--- config.mk ---
export PLATFORM = sky130hd
export DESIGN_NAME = multu_seq
export DESIGN_NICKNAME = d
export VERILOG_FILES = /design/src/rtl/multu_pkg.sv /design/src/rtl/multu_seq.sv
export SDC_FILE = /design/constraint.sdc
export NUM_CORES = 1
export LEC_CHECK = 0
export CORE_MARGIN = 2
export CORE_UTILIZATION = 40
export CTS_BUF_LIST = sky130_fd_sc_hd__clkbuf_4 sky130_fd_sc_hd__clkbuf_8
export DETAILED_ROUTE_END_ITERATION = 8
export PLACE_DENSITY_LB_ADDON = 0.3
export SLEW_MARGIN = 25
export SYNTH_ARGS = -nofsm -noshare
export SYNTH_HDL_FRONTEND = slang
export SYNTH_SLANG_ARGS = --single-unit
export TNS_END_PERCENT = 100
--- constraint.sdc ---
create_clock -name clk -period 3.2 [get_ports clk]
set_clock_uncertainty 0.05 [all_clocks]
set_input_delay 0.48 -clock clk [delete_from_list [all_inputs] [get_ports clk]]
set_output_delay 0.48 -clock clk [all_outputs]
set_load 0.02 [all_outputs]
--- src/rtl/multu_pkg.sv ---
// Shared definitions for the sequential unsigned multiplier (multu_seq).
// Provides the controller state enum, the default operand width and a counter sizing helper.
package multu_pkg;

  typedef enum logic [1:0] {
    IDLE = 2'd0,
    RUN  = 2'd1,
    DONE = 2'd2
  } multuState_e;

  localparam int MULTU_WIDTH = 32;

  // Step counter must reach WIDTH-1, so one spare bit keeps any WIDTH safe.
  function automatic int multuCountBits(input int width);
    return $clog2(width) + 1;
  endfunction

endpackage

--- src/rtl/multu_seq.sv ---
// Shift-and-add unsigned multiplier, one multiplier bit per RUN cycle, registered outputs.
// Optional macro MULTU_EARLY_EXIT_EN ends RUN as soon as the remaining multiplier bits are all zero.
module multu_seq
  import multu_pkg::*;
#(
  parameter int WIDTH = MULTU_WIDTH
) (
  input  logic                 clk,
  input  logic                 reset,
  input  logic                 start,
  input  logic [WIDTH-1:0]     a,
  input  logic [WIDTH-1:0]     b,
  input  logic                 acc_in,
  output logic                 busy,
  output logic                 done,
  output logic [2*WIDTH-1:0]   MultuAns,
  output logic                 HL
);

  localparam int CW = multuCountBits(WIDTH);

  multuState_e          state_r;
  multuState_e          nextState_s;
  logic [2*WIDTH-1:0]   mcand_r;
  logic [2*WIDTH-1:0]   product_r;
  logic [2*WIDTH-1:0]   sum_s;
  logic [WIDTH-1:0]     mplier_r;
  logic [CW-1:0]        count_r;
  logic                 accReq_r;
  logic                 accept_s;
  logic                 lastStep_s;

  // Next-state decode, start acceptance and the per-step partial-product add.
  always_comb begin
    nextState_s = state_r;
    accept_s    = 1'b0;
    lastStep_s  = 1'b0;
    sum_s       = product_r;
    if (mplier_r[0]) begin
      sum_s = product_r + mcand_r;
    end else begin
      sum_s = product_r;
    end
`ifdef MULTU_EARLY_EXIT_EN
    lastStep_s = (count_r == CW'(WIDTH - 1)) || ((mplier_r >> 1'b1) == {WIDTH{1'b0}});
`else
    lastStep_s = (count_r == CW'(WIDTH - 1));
`endif
    case (state_r)
      IDLE: begin
        if (start) begin
          accept_s    = 1'b1;
          nextState_s = RUN;
        end else begin
          nextState_s = IDLE;
        end
      end
      RUN: begin
        if (lastStep_s) begin
          nextState_s = DONE;
        end else begin
          nextState_s = RUN;
        end
      end
      DONE: begin
        // Back-to-back start skips IDLE entirely.
        if (start) begin
          accept_s    = 1'b1;
          nextState_s = RUN;
        end else begin
          nextState_s = IDLE;
        end
      end
      default: begin
        nextState_s = IDLE;
      end
    endcase
  end

  // Controller state register.
  always_ff @(posedge clk) begin
    if (reset) begin
      state_r <= IDLE;
    end else begin
      state_r <= nextState_s;
    end
  end

  // Operand capture on accept, shift-and-add datapath while running.
  always_ff @(posedge clk) begin
    if (reset) begin
      mcand_r   <= {(2*WIDTH){1'b0}};
      mplier_r  <= {WIDTH{1'b0}};
      product_r <= {(2*WIDTH){1'b0}};
      count_r   <= {CW{1'b0}};
      accReq_r  <= 1'b0;
    end else if (accept_s) begin
      mcand_r   <= {{WIDTH{1'b0}}, a};
      mplier_r  <= b;
      product_r <= {(2*WIDTH){1'b0}};
      count_r   <= {CW{1'b0}};
      accReq_r  <= acc_in;
    end else if (state_r == RUN) begin
      product_r <= sum_s;
      mcand_r   <= mcand_r << 1'b1;
      mplier_r  <= mplier_r >> 1'b1;
      count_r   <= count_r + CW'(1);
    end else begin
      mcand_r   <= mcand_r;
      mplier_r  <= mplier_r;
      product_r <= product_r;
      count_r   <= count_r;
      accReq_r  <= accReq_r;
    end
  end

  // Registered status and result; result/HL only change on the final step into DONE.
  always_ff @(posedge clk) begin
    if (reset) begin
      busy     <= 1'b0;
      done     <= 1'b0;
      MultuAns <= {(2*WIDTH){1'b0}};
      HL       <= 1'b0;
    end else begin
      busy <= (nextState_s == RUN);
      done <= (nextState_s == DONE);
      if ((state_r == RUN) && lastStep_s) begin
        MultuAns <= sum_s;
        HL       <= accReq_r;
      end else begin
        MultuAns <= MultuAns;
        HL       <= HL;
      end
    end
  end

endmodule

==> impl_summary.log <==
INFO  metric finish.net_count = 2,021
INFO  metric drt.antenna.violating_nets = 0
INFO  metric syn2layout_area_growth = 25.2%
INFO  metric reg2reg_depth = 10
INFO  metric path_class_of_the_lowest_slack_min_delay_path = in2reg
INFO  metric timing.hold.worst.start = reset
INFO  metric detailedPlacementHpwl = 29.9 mm
INFO  metric post-route-period-util = a little over nine tenths
INFO  metric placement.io_buffers = 134
INFO  metric drt_pass1_iterations = 7
INFO  metric dpl_cell_area = 15,600 um2
INFO  metric area_of_the_die = between 30,000 and 40,000 um2
INFO  metric yosysUniqueCellTypes = 82
INFO  metric routed-via-count = 13,300
INFO  metric net_count_after_synthesis = 1,874
INFO  metric synth_top_area_cells = dfxtp_1, nand2_1, a21oi_1
INFO  metric diodes = 0
INFO  metric rel_slew_slack = 50.7%
INFO  metric std_cell_rows = 67
INFO  metric tightestPinTransition = 0.739 ns
INFO  metric clk_latency = 0.58 ns
INFO  metric drt_drc_violations_left = 0
INFO  metric n_fill_cell = 3,262
INFO  metric overall_power_consumption = 7.12 mW
INFO  metric synth_top_area_cell = dfxtp_1
INFO  metric cts_root_buf = clkbuf_8
INFO  metric viasPerCell = 5.63
INFO  metric total_leakage_power = 6.32 nW
INFO  metric postSynth.asyncResetShare = 0%
INFO  metric finish.instance_area = around 17,000 um2
INFO  metric synthesis.area_per_instance = 7.69 um2
INFO  metric setup_viol_count_final = 0
INFO  metric tritoncts.num_buffers = roughly 40
INFO  metric worst_r2r_startpoint = mcand_r[2]$_SDFFE_PP0P_
INFO  metric worst_hold_path.num_cells = 5
INFO  metric cts.sinks = ~240
INFO  metric synth_enable_flop_cells = 0
INFO  metric fmax = 321 MHz
INFO  metric setup_total_negative_slack = 0 ns
INFO  metric start_util = between 40% and 50%
INFO  metric regToRegEndpoint = product_r[63]$_SDFFE_PP0N_
INFO  metric synth_warnings = 0
INFO  metric postSynthCellCount = 1,741
INFO  metric design.core.area = 33,300 um2
INFO  metric worst_setup_path_start_kind = flip-flop
INFO  metric gr_util_all_layers = a little under a quarter
INFO  metric drt_wl_total = between 40 and 50 mm
INFO  metric tritoncts_clock_tree = yes
INFO  metric die-height = 187 um
INFO  metric synth_flop_cell = dfxtp_1
INFO  metric setup.worst_path.class = reg2reg
INFO  metric cts_hold_repair.buffers = 0
INFO  metric yosysMostFrequentCell = nand2_1
INFO  metric synthDominantCellAreaShare = a little over a third
INFO  metric ys_ff_latch = 236
INFO  metric die-width = 187 um
INFO  metric min_delay_worst_endpoint = product_r[51]$_SDFFE_PP0N_
INFO  metric design.portCount = 135
INFO  metric cts.htree.levels = 2
INFO  metric cts_max_path_buffers = 3
INFO  metric timing.critical_path.required = 3.61 ns
INFO  metric netlist_area = 13,400 um2
INFO  metric ys_top_cells_by_count = nand2_1, dfxtp_1, a21oi_1
INFO  metric arrival_time_at_the_worst_endpoint = 3.53 ns
INFO  metric grt_remaining_overflow = 0
INFO  metric grt_pass1_vias = 12,900
INFO  metric final_hold_viol_count = 0
INFO  metric wl_per_cell = 17.9 um
INFO  metric end_kind = flip-flop
INFO  metric timing.critical_path.fanout_max = 4
INFO  metric gp_congestion = 0.967
INFO  metric ir_drop = 276 uV
INFO  metric pwr_density_cell = 425 nW/um2
INFO  metric reg2reg_setup_slack = 0.08 ns
INFO  metric drive_gt1_share = 12.8%
INFO  metric synth.yosys.seq_area_share = 35.3%
INFO  metric grt_max_degree = 150
INFO  metric clk_pin_slew = around 0.06 ns
INFO  metric grt_antenna_before_repair = 1
INFO  metric fin_crit = 3.12 ns
INFO  metric maxCapViolations = 0
INFO  metric grt_pass1_wl = 68.0 mm
INFO  metric drt_first_iter_violations = 979
INFO  metric slew_violations = 0
INFO  metric outcome = complete, no violations
-- worst max-delay path, stage by stage, from the launching register on --
cell and delay [ns]:
dfxtp_1 0.38, ha_4 0.31, buf_4 0.13, nand4_1 0.18, a211oi_4 0.31, nor3_4 0.10
a2111o_1 0.55, a2111oi_4 0.47, or4_4 0.23, a31oi_1 0.08, a41o_1 0.20
-- worst max-delay path by stage --
stage	start	end	slack [ns]	cells past startpoint
final	mcand_r[2]$_SDFFE_PP0P_	product_r[63]$_SDFFE_PP0N_	0.08	10
after detailed placement	mcand_r[0]$_SDFFE_PP0P_	product_r[58]$_SDFFE_PP0N_	-0.05	12
after global routing	mcand_r[2]$_SDFFE_PP0P_	MultuAns[63]$_SDFFE_PP0P_	-0.04	10
after CTS	mcand_r[1]$_SDFFE_PP0P_	MultuAns[61]$_SDFFE_PP0P_	0.007	12
after floorplan	mcand_r[0]$_SDFFE_PP0P_	MultuAns[50]$_SDFFE_PP0P_	0.23	11
after global placement	mcand_r[0]$_SDFFE_PP0P_	product_r[58]$_SDFFE_PP0N_	0.03	12
-- cell families after synthesis --
logic type | after synthesis | synth area share, %
AO/OA/AOI/OAI | 539 | 26.8
XOR/XNOR | 47 | 3.07
adder cells (fa/ha/maj) | 65 | 6.13
buffers and inverters | 152 | 4.50
flip-flops | 236 | 35.3
multiplexers | 33 | 2.47
AND/OR/NAND/NOR | 669 | 21.8
-- timing repair --
item                       CTS  global route
setup buffers                0             6
setup endpoints to repair   10            49
pin swaps                    0            19
resized for setup            2            43
-- per-layer routing --
metal | track usage (%) | part of all wire (%)
met2 | 38.6 | 45
met3 | 3.94 | 6.1
met4 | 7.63 | 2.8
met1 | 31.8 | 46
met5 | 0 | 0.031
-- sequential cells by signal (all words and copies together), names as in the netlist --
| signal | cells |
|---|---|
| HL | 1 |
| MultuAns | 64 |
| accReq_r | 1 |
| busy | 1 |
| count_r | 6 |
| done | 1 |
| mcand_r | 64 |
| mplier_r | 32 |
| product_r | 64 |
| state_r | 2 |
-- placed cells by master, fill, tap and decap left out, types with 7 or more instances in the layout --
| cell | n |
|---|---|
| nor3_1 | 20 |
| o211ai_1 | 12 |
| nand2_1 | 327 |
| o21ai_1 | 9 |
| a21o_1 | 35 |
| or3_1 | 16 |
| and4_1 | 7 |
| and3_1 | 9 |
| clkbuf_4 | 11 |
| ha_1 | 53 |
| o21bai_1 | 19 |
| inv_1 | 22 |
| a31oi_1 | 18 |
| xor2_1 | 23 |
| clkdlybuf4s50_1 | 133 |
| buf_4 | 94 |
| a21oi_1 | 185 |
| dfxtp_1 | 234 |
| a22o_1 | 7 |
| clkbuf_8 | 50 |
| nand4_1 | 24 |
| nor2b_1 | 8 |
| mux2i_1 | 33 |
| xnor2_1 | 23 |
| a211oi_1 | 50 |
| o21ai_0 | 73 |
| a311oi_1 | 62 |
| nand3_1 | 35 |
| nor2_1 | 182 |
-- through the flow --
| step | util, % | std cells | hold WS, ns | worst slack [ns] |
|---|---|---|---|---|
| detailed placement | 46.8 | 2287 | 0.403 | -0.0546 |
| floorplan | - | 1741 | 0.382 | 0.230 |
| global placement | 46.8 | 2287 | 0.388 | 0.0339 |
| finish | 50.4 | 2366 | 0.366 | 0.0831 |
| global route | 50.4 | 2366 | 0.377 | -0.0357 |
| CTS | 49.6 | 2360 | 0.351 | 0.00737 |
-- final cells by class --
class	count	area (um2)	share of cell area [%]
Tap cell	448	561	3.34
Clock inverter	12	146	0.873
Multi-Input combinational cell	1353	8330	49.7
Inverter	23	86.3	0.515
Clock buffer	61	771	4.60
Timing Repair Buffer	233	2150	12.8
Sequential cell	236	4730	28.2
-- where the power goes --
part	switching, mW	internal (mW)
clock	1.35	1.73
combinational	0.563	0.370
sequential	0.0780	3.04
Note: power is estimated with default switching activity, not from simulation.
